**src/rtl/shifter_pkg.sv**
```systemverilog
// -----------------------------------------------------------------------------
// shifter_pkg
// Shared definitions for the shifter datapath: the 2-bit operation type and
// its encodings. Also used by the fixed shift-by-2 unit and the ALU decode.
// -----------------------------------------------------------------------------
package shifter_pkg;

    typedef logic [1:0] op_t;

    localparam op_t OP_ROL = 2'd0;
    localparam op_t OP_SLL = 2'd1;
    localparam op_t OP_ROR = 2'd2;
    localparam op_t OP_SRA = 2'd3;

endpackage

```
**src/rtl/shift_stage.sv**
```systemverilog
// -----------------------------------------------------------------------------
// shift_stage
// One combinational stage of the barrel shifter: shifts data_i by DIST bit
// positions under op_i when en_i is set, otherwise passes data_i through.
//   data_i  WIDTH  stage input
//   op_i    2      ROL / SLL / ROR / SRA
//   en_i    1      apply the shift (shift-amount bit for this stage)
//   data_o  WIDTH  stage output
// DIST is always below WIDTH (at most WIDTH/2 in the pipe).
// -----------------------------------------------------------------------------
module shift_stage
    import shifter_pkg::*;
#(
    parameter int WIDTH = 16,
    parameter int DIST  = 1
) (
    input  logic [WIDTH-1:0] data_i,
    input  op_t              op_i,
    input  logic             en_i,
    output logic [WIDTH-1:0] data_o
);

    always_comb begin
        data_o = data_i;
        if (en_i) begin
            case (op_i)
                OP_ROL:  data_o = {data_i[WIDTH-DIST-1:0], data_i[WIDTH-1:WIDTH-DIST]};
                OP_SLL:  data_o = {data_i[WIDTH-DIST-1:0], {DIST{1'b0}}};
                OP_ROR:  data_o = {data_i[DIST-1:0], data_i[WIDTH-1:DIST]};
                default: data_o = {{DIST{data_i[WIDTH-1]}}, data_i[WIDTH-1:DIST]};
            endcase
        end
    end

endmodule

```
**src/rtl/shifter_pipe.sv**
```systemverilog
// -----------------------------------------------------------------------------
// shifter_pipe
// Pipelined barrel shifter, one log2 stage registered per cycle, with
// valid/ready handshakes on both sides.
//   clk, rst_n           clock, async active-low reset
//   flush                synchronous clear of all in-flight beats
//   in_valid / in_ready  input handshake
//   in_data, in_op,      value to shift, operation, shift amount
//   in_shamt
//   out_valid/out_ready  output handshake
//   out_data             shifted result (last stage register)
// -----------------------------------------------------------------------------
module shifter_pipe
    import shifter_pkg::*;
#(
    parameter  int WIDTH   = 16,
    localparam int SHAMT_W = $clog2(WIDTH)
) (
    input  logic               clk,
    input  logic               rst_n,
    input  logic               flush,
    input  logic               in_valid,
    output logic               in_ready,
    input  logic [WIDTH-1:0]   in_data,
    input  op_t                in_op,
    input  logic [SHAMT_W-1:0] in_shamt,
    output logic               out_valid,
    input  logic               out_ready,
    output logic [WIDTH-1:0]   out_data
);

    localparam int S = SHAMT_W;

    logic               v_q    [S];
    logic [WIDTH-1:0]   d_q    [S];
    op_t                op_q   [S];
    logic [SHAMT_W-1:0] sh_q   [S];

    // Inputs seen by each stage (external port for stage 0, previous stage
    // registers otherwise) and the shifted value each stage would load.
    logic               up_v    [S];
    logic [WIDTH-1:0]   up_data [S];
    op_t                up_op   [S];
    logic [SHAMT_W-1:0] up_sh   [S];
    logic [WIDTH-1:0]   data_d  [S];
    logic               rdy     [S+1];

    always_comb begin
        up_v[0]    = in_valid;
        up_data[0] = in_data;
        up_op[0]   = in_op;
        up_sh[0]   = in_shamt;
        for (int k = 1; k < S; k++) begin
            up_v[k]    = v_q[k-1];
            up_data[k] = d_q[k-1];
            up_op[k]   = op_q[k-1];
            up_sh[k]   = sh_q[k-1];
        end
        // A stage can load if it is empty or its contents move on this cycle.
        rdy[S] = out_ready;
        for (int k = S - 1; k >= 0; k--) begin
            rdy[k] = !v_q[k] || rdy[k+1];
        end
    end

    for (genvar k = 0; k < S; k++) begin : g_stage
        shift_stage #(
            .WIDTH (WIDTH),
            .DIST  (1 << k)
        ) u_stage (
            .data_i (up_data[k]),
            .op_i   (up_op[k]),
            .en_i   (up_sh[k][k]),
            .data_o (data_d[k])
        );
    end

    always_ff @(posedge clk or negedge rst_n) begin
        if (!rst_n) begin
            for (int k = 0; k < S; k++) begin
                v_q[k]  <= 1'b0;
                d_q[k]  <= '0;
                op_q[k] <= OP_ROL;
                sh_q[k] <= '0;
            end
        end else begin
            for (int k = 0; k < S; k++) begin
                if (flush) begin
                    v_q[k] <= 1'b0;
                end else if (rdy[k]) begin
                    v_q[k]  <= up_v[k];
                    d_q[k]  <= data_d[k];
                    op_q[k] <= up_op[k];
                    sh_q[k] <= up_sh[k];
                end
            end
        end
    end

    assign in_ready  = rdy[0];
    assign out_valid = v_q[S-1];
    assign out_data  = d_q[S-1];

endmodule
```
**config.mk**
```make
export PLATFORM = sky130hd
export DESIGN_NAME = shifter_pipe
export DESIGN_NICKNAME = d
export VERILOG_FILES = /design/src/rtl/shifter_pkg.sv /design/src/rtl/shift_stage.sv /design/src/rtl/shifter_pipe.sv
export SDC_FILE = /design/constraint.sdc
export NUM_CORES = 1
export LEC_CHECK = 0
export BUFFER_PORTS_ARGS = -buffer_cell sky130_fd_sc_hd__buf_2
export CORE_ASPECT_RATIO = 1.25
export CORE_MARGIN = 8
export CORE_UTILIZATION = 62
export CTS_BUF_LIST = sky130_fd_sc_hd__clkbuf_16
export DETAILED_ROUTE_END_ITERATION = 16
export PLACE_DENSITY = 0.82
export SLEW_MARGIN = 30
export SYNTH_ARGS = -nofsm -noshare
export SYNTH_HDL_FRONTEND = slang
export SYNTH_SLANG_ARGS = --single-unit
```
**constraint.sdc**
```tcl
create_clock -name clk -period 3.6 [get_ports clk]
set_input_delay 0.36 -clock clk [delete_from_list [all_inputs] [get_ports clk]]
set_output_delay 0.36 -clock clk [all_outputs]
set_load 0.02 [all_outputs]
```
## Word-level counts from Yosys, hierarchy flattened

Index checks and enable logic that the tools add are counted.

| operators by class | value |
|---|---|
| shift-type cells | 0 |
| order comparisons | 0 |
| divide/modulo/power cells | 0 |
| reductions and logical operators | 21 |
| bitwise logic cells | 1 |
| mux-type cells | 16 |
| equal/unequal tests | 8 |
| add/sub/neg operators | 0 |
| multipliers | 0 |

Operators with widths:

| cell | count |
|---|---|
| $pmux 16 s3 | 3 |
| $mux 16 | 4 |
| $pmux 16 s2 | 1 |
| $eq 2x1->1 const B | 4 |
| $eq 2x2->1 const B | 4 |
| $logic_not 2->1 | 4 |
| $mux 1 | 8 |
| $reduce_and 2->1 | 4 |
| $reduce_bool 2->1 | 4 |
| $logic_not 1->1 | 4 |
| $logic_or 1x1->1 | 4 |
| $reduce_or 2->1 | 1 |
| $not 1->1 | 1 |

| storage, ports and cells | value |
|---|---|
| output and inout port bits | 18 |
| register bits after elaboration | 86 |
| bits in read-only memories | 0 |
| bits in latches | 0 |
| bits in writable memories | 0 |
| memories kept | 0 |
| word-level logic and storage cells | 60 |
| input bits | 27 |

## Longest topological paths before layout

| logic depth | value |
|---|---|
| word-level depth | 7 |
| gate-level depth with buffers | 5 |
| mapped depth without buffers | 3 |

## By module

From an unflattened synthesis, not the netlist that was laid out.

| second synthesis, totals | value |
|---|---|
| cell total of the unflattened synthesis | 423 |
| area, all modules | 4684.5 um^2 |

Modules (own cells, without submodules):

| module | area an instance (um^2) | instances | sequential area each (um^2) | cells each |
|---|---|---|---|---|
| shifter_pipe | 3211.8 | 1 | 2001.9 | 194 |
| shift_stage at g_stage[2].u_stage | 391.6 | 1 | 0.0 | 60 |
| shift_stage at g_stage[1].u_stage | 379.1 | 1 | 0.0 | 57 |
| shift_stage at g_stage[0].u_stage | 365.4 | 1 | 0.0 | 57 |
| shift_stage at g_stage[3].u_stage | 336.6 | 1 | 0.0 | 55 |

## Least setup slack after synthesis

Ideal clock, no wire load.

| timing | value |
|---|---|
| path type | reg-to-reg |
| start point | reg v_q, in the netlist out_valid |
| end point | reg sh_q[15] (netlist name) |
| arrival time | 1.485 ns |
| slack | 1.991 ns |
| stages on the path, launching flop included | 6 |
| setup time | 0.125 ns |
| required time | 3.475 ns |
| cells stage by stage | dfrtp_1 -> and4b_1 -> buf_6 -> a21oi_4 -> buf_6 -> mux2_2 |

| on the way | value |
|---|---|
| word-level cells in the longest chain between the ends | 6 |

Ends and longest elaborated chain:

| what | RTL line | RTL |
|---|---|---|
| start, declared | shifter_pipe.sv:34 | `logic v_q [S];` |
| start signal, assigned by index | shifter_pipe.sv:91 | `v_q[k] <= up_v[k];` |
| $logic_not 1->1 | shifter_pipe.sv:62 | `rdy[k] = !v_q[k] \|\| rdy[k+1];` |
| $logic_or 1x1->1 (4 in a row) | shifter_pipe.sv:62 |  |
| $reduce_and 2->1 (no source line) | n/a |  |
| end signal, assigned by index | shifter_pipe.sv:94 | `sh_q[k] <= up_sh[k];` |
| end, declared | shifter_pipe.sv:37 | `logic [SHAMT_W-1:0] sh_q [S];` |

No other way between the ends.
A chain may end at the register's enable or synchronous reset.

## Final worst setup path

| timing | value |
|---|---|
| start point | reg v_q, in the netlist out_valid |
| end point | reg d_q[59] (netlist name) |

| on the way | value |
|---|---|
| word-level cells in the longest chain between the ends | 6 |

Ends and longest elaborated chain:

| what | RTL line | RTL |
|---|---|---|
| $logic_not 1->1 | shifter_pipe.sv:62 |  |
| $logic_or 1x1->1 (4 in a row) | shifter_pipe.sv:62 |  |
| $reduce_and 2->1 (no source line) | n/a |  |
| end signal, assigned by index | shifter_pipe.sv:92 | `d_q[k] <= data_d[k];` |
| end, declared | shifter_pipe.sv:35 | `logic [WIDTH-1:0] d_q [S];` |

No other way between the ends.

==> summary.txt <==
Outcome
  – Status: finished clean

Clocking
  – Clock Root Buffer: clkbuf_16
  – CTS tree: done
  – # Post-CTS Setup Buffers: 0
  – Cts repair resizes: 0
  – CTS Buffer Depth: 2
  – H-tree levels: 3
  – Clk_lat worst skew: between 0.3 and 0.4 ns
  – Hold Buf Count CTS: 0
  – Worst-path clk slew: 0.06 ns
  – CTS buffer count: 9
  – Clock sink count: 80

STA
  – Fmax: 0.518 GHz
  – Slew headroom: 42.1%
  – RSZ-0062 raised after global routing: false
  – Final setup fails: 0
  – Slew of the pin with the lowest slew margin: 0.869 ns
  – Period utilization: 53.6%
  – Final Slew Violations: 0
  – Final Hold Fails: 0
  – Setup TNS: 0 ns
  – Min Tclk post-route: between 1.5 and 2 ns
  – Worst Skew: slightly above 0.006 ns

Drt
  – DR WL/cell: about 17 um
  – Via density: about 6
  – Final WL: 9040 um
  – Drt first pass iters: 4
  – Drt drc: 0
  – Final ANT Viol Nets: 0
  – Vias post-DR: 3221
  – Violation count after the first detailed-routing iteration: between 200 and 250

Critical path
  – Critical Path Sink Type: flop
  – Reg2Reg Launch Point: out_valid$_DFFE_PN0P_
  – Reg2reg path depth: 3
  – Crit path kind: reg -> reg
  – Worst path required time: around 3.8 ns
  – Crit path DAT: ~2.1 ns
  – Capturing point of the worst reg2reg path: d_q[59]$_DFFE_PN0P_
  – CP Max Fanout: 21
  – CP Launch Type: flop
  – Worst reg2reg setup slack: ~1.7 ns

Power and ir drop
  – Leak pwr: roughly 2.1 nW
  – Worst VDD drop: about 0.32 mV
  – Pwr dens: 590 nW/um^2

Floorplan
  – Die Span X: 92.0 um
  – Rows: 34
  – Area of the core: roughly 7000 sq um
  – Starting Density: between 60% and 70%
  – Die height: 111 um
  – Ports: 45
  – Die Area: between 10000 and 15000 sq um

Yosys
  – Register bit total from synthesis: 80
  – Asr flop ratio synth: 100%
  – Synth cell types: 42
  – Predominant post-synthesis flop cell: dfrtp_1
  – Number of enable flip-flop cells after synthesis: 0
  – Register area share after synthesis: around 45%
  – Syn nets: 463
  – Synthesized area per cell: around 10 sq um
  – Ys Warns: 0
  – Syn Inst Count: roughly 440
  – Synthesized cell area: roughly 4500 sq um

Place
  – Post-Place Cell Area: 4510 sq um
  – Routability cong.: between 0.8 and 0.9
  – IO Port Bufs: 44
  – Detail Placement HPWL: just under 7000 um

GRT
  – GRT overflow: 0
  – GRT Util Overall: between 10% and 20%
  – Largest net degree at the start of global routing: between 80 and 90
  – Global-route wire length before repair: about 16000 um
  – Initial antenna violation count: 0
  – Vias in the first global route: approximately 3.3k

Job
  – Maxcap violations: 0

Finish
  – Area delta synth->final: 6.96%
  – Most common cell after layout, fill and taps aside: dfrtp_1
  – Number of nets in the layout: 468
  – Antenna Cells: 0
  – # fillers: between 500 and 600
  – Fin area: between 4000 and 5000 sq um
  – Most frequent cells in the layout: 80 x dfrtp_1, 58 x nor2_1, 47 x mux2_2, 43 x buf_2, 37 x o21ai_0
  – Fraction of layout instances using a drive strength above 1: between 20% and 30%

Min path
  – Hold Crit Class: in -> async
## critical path, stage by stage, from the launching register on
cell	delay, ns
dfrtp_1	0.39
and4b_1	0.37
a21oi_4	0.62
mux2_2	0.41
## kinds of logic after synthesis
family | share of synthesized area, %
simple gates | 10.4
buf+inv | 7.16
mux | 20.2
flops | 44.7
compound gates | 17.5
## layout make-up
cell class / count / area (sq um) / share of cell area [%]
timing repair buffer: 44 / 226 / 4.73
sequential: 80 / 2000 / 41.8
multi-input combinational: 302 / 2150 / 45.0
tap: 90 / 113 / 2.35
inverter: 4 / 15.0 / 0.314
clock inverter: 6 / 52.6 / 1.10
clock buffer: 9 / 225 / 4.70
## state kept, by name (all words and copies together), names as in the netlist
| register | flops |
|---|---|
| d_q | 48 |
| op_q | 6 |
| out_data | 16 |
| out_valid | 1 |
| sh_q | 6 |
| up_v | 3 |
## Yosys cell counts (4+ instances only)
master,count,area (sq um)
nand2_1,4,15.0
clkbuf_1,18,67.6
nand2b_1,5,31.3
buf_4,17,128
mux2_2,47,529
a2bb2oi_1,5,43.8
nor2_1,58,218
inv_1,4,15.0
buf_2,7,35.0
o31ai_1,13,97.6
buf_6,6,67.6
mux2i_1,36,360
a21oi_1,35,175
a221oi_1,6,52.6
a31oi_1,9,56.3
o21ai_0,37,185
a211oi_1,12,90.1
a31o_2,4,35.0
nor2b_1,9,56.3
dfrtp_1,80,2000
## per-layer routing
layer,vias to the layer above,global-route usage [%],share of wire (%)
li1,1582,-,-
met1,1546,20.8,40
met2,82,33.3,54
met3,11,3.66,5.0
met4,0,7.97,1.5
met5,-,0,0
## power breakdown
part           internal (mW)  switching [mW]
registers               1.09           0.220
logic                  0.326           0.336
clock network          0.523           0.324
## worst max-delay path by stage
stage / start / endpoint / slack [ns] / cells past startpoint
2_1_floorplan: out_valid$_DFFE_PN0P_ / sh_q[15]$_DFFE_PN0P_ / 1.99 / 5
3_3_place_gp: out_ready / sh_q[14]$_DFFE_PN0P_ / 1.62 / 4
3_5_place_dp: out_ready / d_q[59]$_DFFE_PN0P_ / 1.58 / 4
4_1_cts: out_valid$_DFFE_PN0P_ / d_q[59]$_DFFE_PN0P_ / 1.67 / 3
5_1_grt: out_valid$_DFFE_PN0P_ / d_q[50]$_DFFE_PN0P_ / 1.58 / 3
6_report: out_valid$_DFFE_PN0P_ / d_q[59]$_DFFE_PN0P_ / 1.67 / 3
## metrics by stage
stage / total power, mW / hold slack, ns / worst slack, ns / instances / utilization [%]
after CTS: 2.84 / 0.222 / 1.67 / 535 / 68.6
after detailed placement: 1.99 / 0.492 / 1.58 / 520 / 64.6
after global placement: 1.95 / 0.468 / 1.62 / 520 / 64.6
final: 2.82 / 0.0613 / 1.67 / 535 / 68.6
after global routing: 2.99 / 0.124 / 1.58 / 535 / 68.6
after floorplan: 1.86 / 0.0644 / 1.99 / 436 / -
No activity file was read; power rests on OpenSTA's default activity.
